==> config.mk <==
export PLATFORM = sky130hd
export DESIGN_NAME = gps_rmc_parser
export DESIGN_NICKNAME = d
export VERILOG_FILES = /design/src/rtl/gps_rmc_parser.sv
export SDC_FILE = /design/constraint.sdc
export NUM_CORES = 1
export LEC_CHECK = 0
export CAP_MARGIN = 10
export CORE_ASPECT_RATIO = 0.5
export CORE_UTILIZATION = 35
export CTS_CLUSTER_SIZE = 8
export DETAILED_ROUTE_END_ITERATION = 8
export PLACE_DENSITY = 0.48
export SLEW_MARGIN = 25
export SYNTH_ARGS = -nofsm -noshare
export SYNTH_HDL_FRONTEND = slang
export SYNTH_SLANG_ARGS = --single-unit
export TNS_END_PERCENT = 100
==> constraint.sdc <==
create_clock -name clk -period 8.95 [get_ports clk]
set_clock_uncertainty 0.15 [all_clocks]
set_input_delay 0.895 -clock clk [delete_from_list [all_inputs] [get_ports clk]]
set_output_delay 0.895 -clock clk [all_outputs]
set_load 0.01 [all_outputs]
==> src/rtl/gps_rmc_parser.sv <==
// gps_rmc_parser: NMEA RMC byte-stream parser. Extracts the latitude and
// longitude minute fields (mm.mmm -> mmmmm) and publishes them with a
// one-cycle data_en pulse once a fixed, checksum-correct sentence ends.
// Rejected RMC sentences (checksum or format error) give a parse_err pulse.
//
// Handshake: a byte is consumed on every clk edge where rx_valid=1; there is
// no backpressure, so strobes on consecutive cycles are all taken.
module gps_rmc_parser (
    input  logic        clk,
    input  logic        rst,
    input  logic [7:0]  rx_data,
    input  logic        rx_valid,
    output logic [16:0] wei_num,
    output logic [16:0] jing_num,
    output logic        data_en,
    output logic        parse_err
);

    typedef enum logic [2:0] {
        S_IDLE  = 3'd0,
        S_HDR   = 3'd1,
        S_FIELD = 3'd2,
        S_CK1   = 3'd3,
        S_CK2   = 3'd4
    } state_t;

    state_t      state_q;
    logic [2:0]  hdr_cnt_q;     // header characters captured so far (0..5)
    logic [7:0]  csum_q;        // running XOR of bytes between '$' and '*'
    logic [3:0]  fld_idx_q;     // current field index, saturates at 15
    logic        fld_first_q;   // next FIELD byte is the first of its field
    logic        fix_ok_q;
    logic [3:0]  ck_hi_q;       // first received checksum nibble

    // Coordinate accumulators: index 0 = latitude (field 3), 1 = longitude (field 5)
    logic [3:0]  tens_q  [2];
    logic [3:0]  units_q [2];
    logic [9:0]  frac_q  [2];
    logic [1:0]  fcnt_q  [2];   // fraction digits consumed, stops at 3
    logic        dot_q   [2];
    logic        int_q   [2];   // at least one integer digit seen
    logic        bad_q   [2];   // illegal character seen

    logic [16:0] wei_q;
    logic [16:0] jing_q;
    logic        data_en_q;
    logic        parse_err_q;

    // Byte classification and field-value arithmetic
    logic        is_digit;
    logic        is_hex;
    logic        is_crlf;
    logic [3:0]  hex_val;
    logic [7:0]  hdr_exp;
    logic        csel;
    logic        in_coord;
    logic [9:0]  frac_term;
    logic        ck_match;
    logic [1:0]  coord_ok;
    logic [16:0] coord_val [2];

    assign wei_num   = wei_q;
    assign jing_num  = jing_q;
    assign data_en   = data_en_q;
    assign parse_err = parse_err_q;

    // Decode the incoming byte and form the end-of-sentence coordinate values
    always_comb begin
        is_digit = (rx_data >= 8'h30) && (rx_data <= 8'h39);
        is_crlf  = (rx_data == 8'h0D) || (rx_data == 8'h0A);
        is_hex   = is_digit;
        hex_val  = rx_data[3:0];
        if (((rx_data >= 8'h41) && (rx_data <= 8'h46)) ||
            ((rx_data >= 8'h61) && (rx_data <= 8'h66))) begin
            is_hex  = 1'b1;
            hex_val = rx_data[3:0] + 4'd9;
        end
        // Talker characters (positions 1-2) are free; positions 3-5 must be "RMC"
        case (hdr_cnt_q)
            3'd2:    hdr_exp = 8'h52;
            3'd3:    hdr_exp = 8'h4D;
            3'd4:    hdr_exp = 8'h43;
            default: hdr_exp = rx_data;
        endcase
        csel     = (fld_idx_q == 4'd5);
        in_coord = (fld_idx_q == 4'd3) || (fld_idx_q == 4'd5);
        case (fcnt_q[csel])
            2'd0:    frac_term = 10'(rx_data[3:0]) * 10'd100;
            2'd1:    frac_term = 10'(rx_data[3:0]) * 10'd10;
            default: frac_term = 10'(rx_data[3:0]);
        endcase
        ck_match     = ({ck_hi_q, hex_val} == csum_q);
        coord_ok[0]  = dot_q[0] && int_q[0] && !bad_q[0];
        coord_ok[1]  = dot_q[1] && int_q[1] && !bad_q[1];
        coord_val[0] = 17'(tens_q[0]) * 17'd10000 + 17'(units_q[0]) * 17'd1000 + 17'(frac_q[0]);
        coord_val[1] = 17'(tens_q[1]) * 17'd10000 + 17'(units_q[1]) * 17'd1000 + 17'(frac_q[1]);
    end

    // Sentence FSM, field accumulators and registered outputs
    always_ff @(posedge clk or posedge rst) begin
        if (rst) begin
            state_q     <= S_IDLE;
            hdr_cnt_q   <= 3'd0;
            csum_q      <= 8'd0;
            fld_idx_q   <= 4'd0;
            fld_first_q <= 1'b0;
            fix_ok_q    <= 1'b0;
            ck_hi_q     <= 4'd0;
            tens_q[0]   <= 4'd0;  tens_q[1]  <= 4'd0;
            units_q[0]  <= 4'd0;  units_q[1] <= 4'd0;
            frac_q[0]   <= 10'd0; frac_q[1]  <= 10'd0;
            fcnt_q[0]   <= 2'd0;  fcnt_q[1]  <= 2'd0;
            dot_q[0]    <= 1'b0;  dot_q[1]   <= 1'b0;
            int_q[0]    <= 1'b0;  int_q[1]   <= 1'b0;
            bad_q[0]    <= 1'b0;  bad_q[1]   <= 1'b0;
            wei_q       <= 17'd0;
            jing_q      <= 17'd0;
            data_en_q   <= 1'b0;
            parse_err_q <= 1'b0;
        end else begin
            data_en_q   <= 1'b0;
            parse_err_q <= 1'b0;
            if (rx_valid) begin
                if (rx_data == 8'h24) begin
                    // '$' restarts from any state. Each field index is entered at
                    // most once per sentence, so clearing the accumulators here
                    // also clears them at the start of their field.
                    state_q     <= S_HDR;
                    hdr_cnt_q   <= 3'd0;
                    csum_q      <= 8'd0;
                    fld_idx_q   <= 4'd0;
                    fld_first_q <= 1'b0;
                    fix_ok_q    <= 1'b0;
                    ck_hi_q     <= 4'd0;
                    tens_q[0]   <= 4'd0;  tens_q[1]  <= 4'd0;
                    units_q[0]  <= 4'd0;  units_q[1] <= 4'd0;
                    frac_q[0]   <= 10'd0; frac_q[1]  <= 10'd0;
                    fcnt_q[0]   <= 2'd0;  fcnt_q[1]  <= 2'd0;
                    dot_q[0]    <= 1'b0;  dot_q[1]   <= 1'b0;
                    int_q[0]    <= 1'b0;  int_q[1]   <= 1'b0;
                    bad_q[0]    <= 1'b0;  bad_q[1]   <= 1'b0;
                end else begin
                    case (state_q)
                        S_HDR: begin
                            if (is_crlf) begin
                                // Only a complete RMC header makes the abort an error
                                state_q     <= S_IDLE;
                                parse_err_q <= (hdr_cnt_q == 3'd5);
                            end else if (hdr_cnt_q == 3'd5) begin
                                if (rx_data == 8'h2C) begin
                                    state_q     <= S_FIELD;
                                    csum_q      <= csum_q ^ rx_data;
                                    fld_idx_q   <= 4'd1;
                                    fld_first_q <= 1'b1;
                                end else begin
                                    state_q     <= S_IDLE;
                                    parse_err_q <= 1'b1;
                                end
                            end else begin
                                csum_q    <= csum_q ^ rx_data;
                                hdr_cnt_q <= hdr_cnt_q + 3'd1;
                                if (rx_data != hdr_exp) begin
                                    state_q <= S_IDLE;
                                end
                            end
                        end
                        S_FIELD: begin
                            if (is_crlf) begin
                                state_q     <= S_IDLE;
                                parse_err_q <= 1'b1;
                            end else if (rx_data == 8'h2A) begin
                                state_q <= S_CK1;
                            end else begin
                                csum_q <= csum_q ^ rx_data;
                                if (rx_data == 8'h2C) begin
                                    fld_first_q <= 1'b1;
                                    if (fld_idx_q != 4'd15) begin
                                        fld_idx_q <= fld_idx_q + 4'd1;
                                    end
                                end else begin
                                    fld_first_q <= 1'b0;
                                    // Status is good only when the field is exactly "A"
                                    if (fld_idx_q == 4'd2) begin
                                        fix_ok_q <= fld_first_q && (rx_data == 8'h41);
                                    end
                                    if (in_coord) begin
                                        if (is_digit) begin
                                            if (!dot_q[csel]) begin
                                                tens_q[csel]  <= units_q[csel];
                                                units_q[csel] <= rx_data[3:0];
                                                int_q[csel]   <= 1'b1;
                                            end else if (fcnt_q[csel] != 2'd3) begin
                                                frac_q[csel] <= frac_q[csel] + frac_term;
                                                fcnt_q[csel] <= fcnt_q[csel] + 2'd1;
                                            end
                                        end else if (rx_data == 8'h2E) begin
                                            dot_q[csel] <= 1'b1;
                                        end else begin
                                            bad_q[csel] <= 1'b1;
                                        end
                                    end
                                end
                            end
                        end
                        S_CK1: begin
                            if (is_hex && !is_crlf) begin
                                ck_hi_q <= hex_val;
                                state_q <= S_CK2;
                            end else begin
                                state_q     <= S_IDLE;
                                parse_err_q <= 1'b1;
                            end
                        end
                        S_CK2: begin
                            state_q <= S_IDLE;
                            if (!is_hex || is_crlf || !ck_match) begin
                                parse_err_q <= 1'b1;
                            end else if (fix_ok_q) begin
                                // A matching sentence without a fix is dropped silently
                                if (coord_ok[0] && coord_ok[1]) begin
                                    wei_q     <= coord_val[0];
                                    jing_q    <= coord_val[1];
                                    data_en_q <= 1'b1;
                                end else begin
                                    parse_err_q <= 1'b1;
                                end
                            end
                        end
                        default: ;
                    endcase
                end
            end
        end
    end

endmodule

# Word level (Yosys, flattened, before mapping)
# Index checks and enable logic that the tools add are counted.
[totals]
regBits = 106
wordCells = 290
inputBits = 11
output_inout_bits = 36
[classes]
muxes = 149
order_cmp = 8
n_reduce_logical = 46
n_eq_ne = 40
multipliers = 6
bitwise = 7
n_addsub = 9
[op_table]
columns = ["op", "n"]
rows = [
  ["$mux 20", 9],
  ["$mux 8", 22],
  ["$mux 4", 25],
  ["$mux 2", 29],
  ["$mux 10", 4],
  ["$add 17x10->17", 2],
  ["$add 17x14->17", 2],
  ["$mux 1", 34],
  ["$mux 3", 11],
  ["$eq 8x6->1 const B", 4],
  ["$mul 4x10->13 const B", 2],
  ["$pmux 8 s3", 1],
  ["$reduce_and 8->1", 3],
  ["$mul 4x7->11 const B", 2],
  ["$ne 3x3->1 const B", 7],
  ["$bwmux 20", 1],
  ["$pmux 10 s2", 1],
  ["$reduce_bool 2->1", 10],
  ["$reduce_and 6->1", 3],
  ["$reduce_and 9->1", 2],
  ["$bwmux 8", 2],
  ["$eq 8x4->1 const B", 2],
  ["$ge 8x7->1 const B", 2],
  ["$le 8x7->1 const B", 2],
  ["other kinds (47)", 83],
]

# Longest topological paths before layout
# Gate-level depths: netlist (run 1).
[logic_depth]
word_depth = 18
ltp_mapped = 20
depth_no_buf = 20

# Worst setup path before layout (run 1)
# OpenSTA, ideal clock, no wires.
[synth_path]
path_type = "register to register"
startpoint = "reg units_q[5] in the netlist's numbering"
endpoint = "reg wei_q[16], in the netlist wei_num[16]"
path_buffers = 0
setup_time_ns = 0.125
stages_incl_launch_ff = 17
period_less_slack_ns = 4.711
t_arrival_ns = 4.436
slack_ns = 4.239
path_cell_list = "dfrtp_1 > fa_1 > inv_1 > fa_1 > inv_1 > ha_1 > a21oi_1 > xnor2_1 > fa_1 > inv_1 > ha_1 > or4_1 > o22ai_1 > nor2_1 > o31a_1 > xnor2_1 > mux2_2"
[synth_via]
elab_chain_cells = 3
[synth_lines]
columns = ["element", "line_no", "source"]
rows = [
  ["from (decl)", "37", "logic [3:0] units_q [2];"],
  ["from (signal, indexed assignment)", "190", "units_q[csel] <= rx_data[3:0];"],
  ["$mul 4x7->11", "95", "coord_val[0] = 17'(tens_q[0]) * 17'd10000 + 17'(units_q[0]) * 17'd1000 + 17'(frac_q[0]);"],
  ["$add 17x14->17", "95", ""],
  ["$add 17x10->17", "95", ""],
  ["to (signal assigned)", "221", "wei_q <= coord_val[0];"],
  ["to (decl)", "44", "logic [16:0] wei_q;"],
]
# No other way between the ends.
# A chain may end at the register's enable or synchronous reset.

# Worst setup path after layout (run 1)
[layout_path]
startpoint = "reg units_q[2] in the netlist's numbering"
endpoint = "reg jing_q[16], in the netlist jing_num[16]"
[layout_via]
elab_chain_cells = 3
[layout_lines]
columns = ["element", "line_no", "source"]
rows = [
  ["$mul 4x7->11", "96", "coord_val[1] = 17'(tens_q[1]) * 17'd10000 + 17'(units_q[1]) * 17'd1000 + 17'(frac_q[1]);"],
  ["$add 17x14->17", "96", ""],
  ["$add 17x10->17", "96", ""],
  ["to (signal assigned)", "222", "jing_q <= coord_val[1];"],
  ["to (decl)", "45", "logic [16:0] jing_q;"],
]
# No other way between the ends.

==> impl_metrics.xml, run 1 <==
<?xml version="1.0" encoding="UTF-8"?>
<metrics>
  <group name="run_status">
    <metric name="status" unit="">finished clean</metric>
  </group>
  <group name="logic_synthesis">
    <metric name="syn-cell-area" unit="µm²">9090</metric>
    <metric name="number_of_enable_flip_flop_cells_after_synthesis" unit="">0</metric>
    <metric name="ys.flop_type" unit="">sky130_fd_sc_hd__dfrtp_1</metric>
    <metric name="number_of_distinct_library_cells_after_synthesis" unit="">67</metric>
    <metric name="postSynthNetCount" unit="">1139</metric>
    <metric name="gate_count_post_synth" unit="">966</metric>
    <metric name="mean_instance_size_in_the_synthesized_netlist" unit="µm²">9.41</metric>
    <metric name="yosys_register_bits" unit="">106</metric>
    <metric name="ys_async_sr_fraction" unit="%">100</metric>
    <metric name="synth-seq-area-share" unit="%">29.2</metric>
    <metric name="yosys_warnings" unit="">0</metric>
  </group>
  <group name="routing">
    <metric name="initialDrtViolationCount" unit="">406</metric>
    <metric name="route.detailed.vias_per_inst" unit="">5.07</metric>
    <metric name="route.vias.total" unit="">6851</metric>
    <metric name="drt_pre_antenna_iters" unit="">5</metric>
    <metric name="detail_route.wl_per_cell" unit="µm">16.4</metric>
    <metric name="finalWirelength" unit="mm">22.1</metric>
    <metric name="detail_route.drc_violations" unit="">0</metric>
    <metric name="ant_nets" unit="">0</metric>
  </group>
  <group name="placed_design">
    <metric name="place.detailed.hpwl" unit="mm">16.9</metric>
    <metric name="port_buffers" unit="">46</metric>
    <metric name="detailed_place.area" unit="µm²">9900</metric>
    <metric name="routabilityCongestion" unit="">0.863</metric>
  </group>
  <group name="timing">
    <metric name="report.final.hold_viol_count" unit="">0</metric>
    <metric name="finalMaxSlewViolations" unit="">0</metric>
    <metric name="final_min_period_over_clock_period" unit="%">57.7</metric>
    <metric name="max_transition_margin" unit="%">41.7</metric>
    <metric name="fin_hold_ws" unit="ps">332</metric>
    <metric name="setup_repair_after_global_routing_missed_its_margin" unit="">no</metric>
    <metric name="achievable-frequency" unit="MHz">194</metric>
    <metric name="final.setup.tns" unit="ps">0</metric>
    <metric name="timing_worst_slew_pin_value" unit="ps">871</metric>
    <metric name="timing.final.setup_violations" unit="">0</metric>
    <metric name="finalCriticalPeriod" unit="ps">5170</metric>
  </group>
  <group name="clocking">
    <metric name="cts_inserted_buffers" unit="">9</metric>
    <metric name="clock_tree_from_tritoncts" unit="">built</metric>
    <metric name="cts-root-buf" unit="">sky130_fd_sc_hd__clkbuf_16</metric>
    <metric name="htree_num_levels" unit="">3</metric>
    <metric name="cts-hold-fix-buffers" unit="">0</metric>
    <metric name="worstSkewPairLatency" unit="ps">380</metric>
    <metric name="clock_sink_count" unit="">106</metric>
    <metric name="post_cts_buffers" unit="">0</metric>
    <metric name="clock_tree.buffer_depth" unit="">2</metric>
    <metric name="clkSlewWorstSetupHoldPaths" unit="ps">80</metric>
    <metric name="post_cts_resized" unit="">0</metric>
  </group>
  <group name="grt">
    <metric name="antenna_found_initial" unit="">0</metric>
    <metric name="global_route.peak_usage_layer" unit="">met2</metric>
    <metric name="grt.met1_usage" unit="%">25.0</metric>
    <metric name="first_global_vias" unit="">6772</metric>
    <metric name="grt_overflow" unit="">0</metric>
    <metric name="grt_max_degree" unit="">55</metric>
    <metric name="first_pass_grt_wire_length" unit="mm">36.5</metric>
    <metric name="met2_usage" unit="%">27.7</metric>
    <metric name="use_met3" unit="%">3.57</metric>
    <metric name="grt_util_all_layers" unit="%">17.7</metric>
  </group>
  <group name="cells_and_area">
    <metric name="n_fill_cell" unit="">2547</metric>
    <metric name="design.final.nets" unit="">1177</metric>
    <metric name="commonest_cells_after_routing_fill_and_taps_aside" unit="">125 x sky130_fd_sc_hd__ha_1, 106 x sky130_fd_sc_hd__inv_1, 106 x sky130_fd_sc_hd__dfrtp_1, 101 x sky130_fd_sc_hd__nand2_1, 69 x sky130_fd_sc_hd__o21ai_0</metric>
    <metric name="multiInputGateArea" unit="µm²">5910</metric>
    <metric name="utilization" unit="%">40.4</metric>
    <metric name="number_of_inserted_diodes" unit="">0</metric>
    <metric name="most_common_library_cell_in_the_layout_ignoring_fill_and_taps" unit="">sky130_fd_sc_hd__ha_1</metric>
    <metric name="layout-drive-gt1-share" unit="%">6.55</metric>
    <metric name="storage_element_area" unit="µm²">2650</metric>
    <metric name="synthToLayoutAreaGrowth" unit="%">12.5</metric>
    <metric name="stdcell_area" unit="µm²">10200</metric>
  </group>
  <group name="critical_path">
    <metric name="setup.worst_path.end_class" unit="">flip-flop</metric>
    <metric name="rrSetupSlack" unit="ps">3780</metric>
    <metric name="critPathRequiredTime" unit="ps">9060</metric>
    <metric name="setup.worst_path.class" unit="">flip-flop to flip-flop</metric>
    <metric name="crit_chain" unit="">fa_1, inv_1, fa_1, inv_1, ha_1, a21oi_1, nor2b_1, nor2_1, o21bai_1, xor2_1, ha_1, ha_1, a2111o_1, o22ai_1, o21ai_0, o221ai_1, xnor2_1, mux2_2</metric>
    <metric name="worst_path_most_repeated_cell" unit="">sky130_fd_sc_hd__ha_1</metric>
    <metric name="critical_path.startpoint_type" unit="">flip-flop</metric>
    <metric name="critPathMaxFanout" unit="">8</metric>
    <metric name="crit_arrival" unit="ps">5280</metric>
    <metric name="worst_path_max_delay_cell" unit="">sky130_fd_sc_hd__fa_1</metric>
    <metric name="critical-path-max-stage-delay" unit="ps">650</metric>
  </group>
  <group name="pwr">
    <metric name="static-leakage-power" unit="nW">5.06</metric>
    <metric name="irDropWorstVdd" unit="µV">83.9</metric>
    <metric name="power_density" unit="nW/µm²">113</metric>
  </group>
  <group name="die">
    <metric name="design.portCount" unit="">47</metric>
    <metric name="coreArea" unit="µm²">25300</metric>
    <metric name="die_h" unit="µm">116</metric>
    <metric name="die-area" unit="µm²">26700</metric>
    <metric name="floorplan.initialDensity" unit="%">35.9</metric>
    <metric name="die_w" unit="µm">230</metric>
    <metric name="row_count" unit="">41</metric>
  </group>
  <group name="job">
    <metric name="maxCapViolations" unit="">0</metric>
  </group>
  <group name="min_path">
    <metric name="min-delay-path-class" unit="">flip-flop to flip-flop</metric>
  </group>
</metrics>
## power by group
part	switching (mW)	leakage [nW]	internal, mW
Sequential	0.0272	1.45	0.505
Clock	0.199	0.158	0.248
Combinational	0.107	3.45	0.0741
## worst max-delay path: cells and delay by family, from the launching register on
family                   cells  cell delay, ps
adder cells (fa/ha/maj)      5            2130
AND/OR/NAND/NOR              2             170
flip-flops                   1             540
XOR/XNOR                     2             320
buffers and inverters        2             150
multiplexers                 1             260
AO/OA/AOI/OAI                6            1320
## state kept, by name (all words and copies together), names as in the netlist, 2 cells and up
signal	flops
frac_q	20
units_q	8
csum_q	8
tens_q	8
fld_idx_q	4
hdr_cnt_q	3
jing_num	17
bad_q	2
int_q	2
dot_q	2
ck_hi_q	4
fcnt_q	4
wei_num	17
state_q	3
## area by class of cell
class	instances	area share [%]
well taps	344	4.21
clock buffers	9	2.20
clock inverters	6	0.954
flip-flops and latches	106	25.9
inverters	108	3.99
repair buffers	51	4.87
multi-input cells	728	57.8
## cells by family (layout without fill, tap and decap cells)
kind of cell	count (synthesis)	count (layout)	share of synthesized area [%]
AOI/OAI and AO/OA	210	210	15.0
DFF	106	106	29.2
buffers and inverters	132	174	5.82
xor gates and xnor gates	71	71	6.84
and+or+nand+nor	245	245	12.9
adders and majority gates	162	162	25.4
muxes	40	40	4.86
## metal layers
layer  vias up  part of all wire (%)
li1       3406                     -
met1      3292                    51
met2       134                    44
met3        19                   4.0
met4         0                   1.2
met5         -                     0
## Yosys cell counts (9+ instances only)
master,count,area share [%]
sky130_fd_sc_hd__dfrtp_1,106,29
sky130_fd_sc_hd__a22o_1,17,1.6
sky130_fd_sc_hd__a31oi_1,9,0.62
sky130_fd_sc_hd__xnor2_1,43,4.1
sky130_fd_sc_hd__o21ai_0,69,3.8
sky130_fd_sc_hd__clkbuf_1,16,0.66
sky130_fd_sc_hd__fa_1,37,8.1
sky130_fd_sc_hd__nand2_1,101,4.2
sky130_fd_sc_hd__nor2b_1,15,1.0
sky130_fd_sc_hd__nor2_1,56,2.3
sky130_fd_sc_hd__a21o_1,9,0.74
sky130_fd_sc_hd__inv_1,107,4.4
sky130_fd_sc_hd__o21a_1,10,0.83
sky130_fd_sc_hd__ha_1,125,17
sky130_fd_sc_hd__nand3_1,16,0.88
sky130_fd_sc_hd__xor2_1,28,2.7
sky130_fd_sc_hd__nor3_1,12,0.66
sky130_fd_sc_hd__mux2_2,33,4.1
sky130_fd_sc_hd__a21oi_1,37,2.0
## stage by stage
step	instances	worst slack (ps)	power [mW]
after floorplan	966	4240	0.671
after global placement	1337	3850	0.720
after detailed placement	1337	3790	0.725
after CTS	1352	3750	1.18
after global routing	1352	3430	1.22
final	1352	3780	1.16
## worst paths after layout
check / from / endpoint / depth (start not counted)
min in group asynchronous: rst / jing_num[12] / 2
worst max-delay path: units_q[2] / jing_num[16] / 18
worst min-delay path: frac_q[7] / frac_q[7] / 2
worst max register to register: units_q[2] / jing_num[16] / 18
max in group asynchronous: rst / units_q[4] / 3
worst min register to register: frac_q[7] / frac_q[7] / 2
No activity file was read; power rests on OpenSTA's default activity.
==> run 2, diff against run 1 <==
Settings changed: PLACE_DENSITY 0.48 to 0.5.
Clock period 8.95 ns to 4.5 ns, I/O delays scaled along.
==> run 2 against run 1 <==
Flip-flop and latch count did not move. Total power rose by 91%. Via count rose by 3.3%. Cell count rose by 3.7%. Hold slack improved by 3.7 ps. Highest routed layer unchanged.
==> impl_metrics.xml, run 2 (synthesis gave the netlist of run 1 again) <==
<?xml version="1.0" encoding="UTF-8"?>
<metrics>
  <group name="timing">
    <metric name="timing_worst_slew_pin_value" unit="ps">906</metric>
    <metric name="finalMaxSlewViolations" unit="">0</metric>
    <metric name="achievable-frequency" unit="MHz">227</metric>
    <metric name="final_critical_path_setup_slack" unit="ps">87.8</metric>
    <metric name="max_transition_margin" unit="%">39.6</metric>
    <metric name="finalCriticalPeriod" unit="ps">4410</metric>
    <metric name="fin_hold_ws" unit="ps">336</metric>
    <metric name="setup_repair_after_global_routing_missed_its_margin" unit="">yes</metric>
    <metric name="report.final.hold_viol_count" unit="">0</metric>
    <metric name="timing.final.setup_violations" unit="">0</metric>
    <metric name="final_min_period_over_clock_period" unit="%">98.0</metric>
  </group>
  <group name="clocking">
    <metric name="worstSkewPairLatency" unit="ps">370</metric>
    <metric name="cts-hold-fix-buffers" unit="">0</metric>
    <metric name="cts-root-buf" unit="">sky130_fd_sc_hd__clkbuf_16</metric>
    <metric name="clock_sink_count" unit="">106</metric>
    <metric name="htree_num_levels" unit="">3</metric>
    <metric name="clock_tree_from_tritoncts" unit="">built</metric>
    <metric name="cts_inserted_buffers" unit="">9</metric>
    <metric name="clock_tree.buffer_depth" unit="">2</metric>
    <metric name="clkSlewWorstSetupHoldPaths" unit="ps">80</metric>
  </group>
  <group name="cells_and_area">
    <metric name="number_of_inserted_diodes" unit="">0</metric>
    <metric name="synthToLayoutAreaGrowth" unit="%">19.6</metric>
    <metric name="max_flop_register" unit="">frac_q</metric>
    <metric name="utilization" unit="%">42.9</metric>
    <metric name="most_common_library_cell_in_the_layout_ignoring_fill_and_taps" unit="">sky130_fd_sc_hd__ha_1</metric>
    <metric name="commonest_cells_after_routing_fill_and_taps_aside" unit="">114 x sky130_fd_sc_hd__ha_1, 102 x sky130_fd_sc_hd__inv_1, 101 x sky130_fd_sc_hd__nand2_1, 100 x sky130_fd_sc_hd__dfrtp_1, 66 x sky130_fd_sc_hd__o21ai_0</metric>
    <metric name="n_fill_cell" unit="">2507</metric>
    <metric name="design.final.nets" unit="">1226</metric>
    <metric name="largest_register_ff_count" unit="">20</metric>
    <metric name="stdcell_area" unit="µm²">10900</metric>
    <metric name="layout-drive-gt1-share" unit="%">15.2</metric>
  </group>
  <group name="die">
    <metric name="die_h" unit="µm">116</metric>
    <metric name="floorplan.initialDensity" unit="%">35.9</metric>
    <metric name="design.portCount" unit="">47</metric>
    <metric name="coreArea" unit="µm²">25300</metric>
    <metric name="die-area" unit="µm²">26700</metric>
    <metric name="row_count" unit="">41</metric>
    <metric name="die_w" unit="µm">230</metric>
  </group>
  <group name="critical_path">
    <metric name="worst_path_max_delay_cell" unit="">sky130_fd_sc_hd__fa_1</metric>
    <metric name="worstRegToRegCells" unit="">18</metric>
    <metric name="rrSetupSlack" unit="ps">90</metric>
    <metric name="worst_path_buf_inv" unit="">1</metric>
    <metric name="setup.worst_path.end_class" unit="">flip-flop</metric>
    <metric name="setup.worst_path.class" unit="">flip-flop to flip-flop</metric>
    <metric name="crit_chain" unit="">buf_12, ha_4, fa_1, ha_1, a21o_1, a21oi_4, nor2b_1, nor2_1, o21bai_1, xor2_1, ha_1, ha_4, a2111o_1, o22ai_2, o21ai_2, o221ai_2, xnor2_1, mux2_4</metric>
    <metric name="crit_start" unit="">units_q[1]</metric>
    <metric name="worst-path-stages" unit="">18</metric>
    <metric name="critical_path.startpoint_type" unit="">flip-flop</metric>
    <metric name="critPathRequiredTime" unit="ps">4610</metric>
    <metric name="rr_endpoint" unit="">jing_num[16]</metric>
    <metric name="critical-path-max-stage-delay" unit="ps">580</metric>
    <metric name="r2r-start" unit="">units_q[1]</metric>
    <metric name="critPathCapture" unit="">jing_num[16]</metric>
    <metric name="critPathMaxFanout" unit="">3</metric>
    <metric name="crit_arrival" unit="ps">4520</metric>
    <metric name="crit_family" unit="">adder cells</metric>
  </group>
  <group name="routing">
    <metric name="ant_nets" unit="">0</metric>
    <metric name="detail_route.wl_per_cell" unit="µm">15.9</metric>
    <metric name="route.vias.total" unit="">7079</metric>
    <metric name="drt_pre_antenna_iters" unit="">5</metric>
    <metric name="initialDrtViolationCount" unit="">368</metric>
    <metric name="route.detailed.vias_per_inst" unit="">5.05</metric>
    <metric name="finalWirelength" unit="mm">22.3</metric>
    <metric name="detail_route.drc_violations" unit="">0</metric>
  </group>
  <group name="grt">
    <metric name="grt_max_degree" unit="">69</metric>
    <metric name="grt_overflow" unit="">0</metric>
    <metric name="grt_util_all_layers" unit="%">17.5</metric>
    <metric name="antenna_found_initial" unit="">0</metric>
    <metric name="first_pass_grt_wire_length" unit="mm">36.6</metric>
    <metric name="first_global_vias" unit="">7020</metric>
  </group>
  <group name="pwr">
    <metric name="post-layout-total-power" unit="mW">2.22</metric>
    <metric name="power_density" unit="nW/µm²">204</metric>
    <metric name="irDropWorstVdd" unit="µV">221</metric>
    <metric name="static-leakage-power" unit="nW">5.29</metric>
  </group>
  <group name="placed_design">
    <metric name="dpl_worst_slack" unit="ps">-40.3</metric>
    <metric name="routabilityCongestion" unit="">0.841</metric>
    <metric name="place.detailed.hpwl" unit="mm">17.1</metric>
    <metric name="detailed_place.area" unit="µm²">10300</metric>
    <metric name="port_buffers" unit="">46</metric>
  </group>
  <group name="min_path">
    <metric name="min-delay-path-class" unit="">flip-flop to flip-flop</metric>
    <metric name="holdPathStages" unit="">2</metric>
  </group>
  <group name="job">
    <metric name="maxCapViolations" unit="">0</metric>
  </group>
  <group name="run_status">
    <metric name="status" unit="">finished clean</metric>
  </group>
</metrics>
## run 2: repair_timing
item,in CTS,in global routing
endpoints found under the setup margin,3,10
gates resized for setup,9,34
cloned,0,0
buffers inserted,6,4
pin swaps,16,31
## run 2: layout make-up
class / instances / area, µm² / share of cell area, %
sequential: 106 / 2660 / 24.5
tap: 344 / 430 / 3.96
timing repair buffer: 100 / 891 / 8.20
clock buffer: 10 / 229 / 2.11
multi-input combinational: 728 / 6190 / 56.9
inverter: 108 / 408 / 3.75
clock inverter: 6 / 62.6 / 0.576
## run 2: through the flow
stage	instances	TNS (ps)
after floorplan	966	-0.777
after global placement	1377	0
after detailed placement	1377	-78.8
after CTS	1398	-3.93
after global routing	1402	-105
final	1402	0
## run 2: routing by layer
layer  global-route usage, %  vias to the layer above  share of wire, %  wire [µm]
li1                        -                     3488                 -          -
met1                    24.6                     3451                51      11400
met2                    27.8                      119                44       9730
met3                    3.00                       21               3.5        774
met4                    5.03                        0               1.5        325
met5                       0                        -                 0          0
## run 2: worst register-to-register path, delay by kind of cell, from the launching register on
kind                       cells  cell delay [ps]
buffers and inverters          1              140
AOI/OAI and AO/OA              7             1280
adders and majority gates      5             1630
xor gates and xnor gates       2              250
DFF                            1              450
and+or+nand+nor                2              170
muxes                          1              250
## run 2: worst min-delay path by stage
| stage | to | slack, ps | from |
|---|---|---|---|
| floorplan | int_q[0] | 300 | int_q[0] |
| CTS | frac_q[6] | 340 | frac_q[6] |
| detailed placement | frac_q[6] | 320 | frac_q[6] |
| finish | frac_q[6] | 340 | frac_q[6] |
| global route | fcnt_q[2] | 360 | fcnt_q[2] |
| global placement | fcnt_q[3] | 310 | fcnt_q[3] |
## run 2: power breakdown
part / switching, mW / internal [mW]
clock: 0.409 / 0.390
combinational: 0.209 / 0.151
sequential: 0.0556 / 1.00
total: 0.673 / 1.54
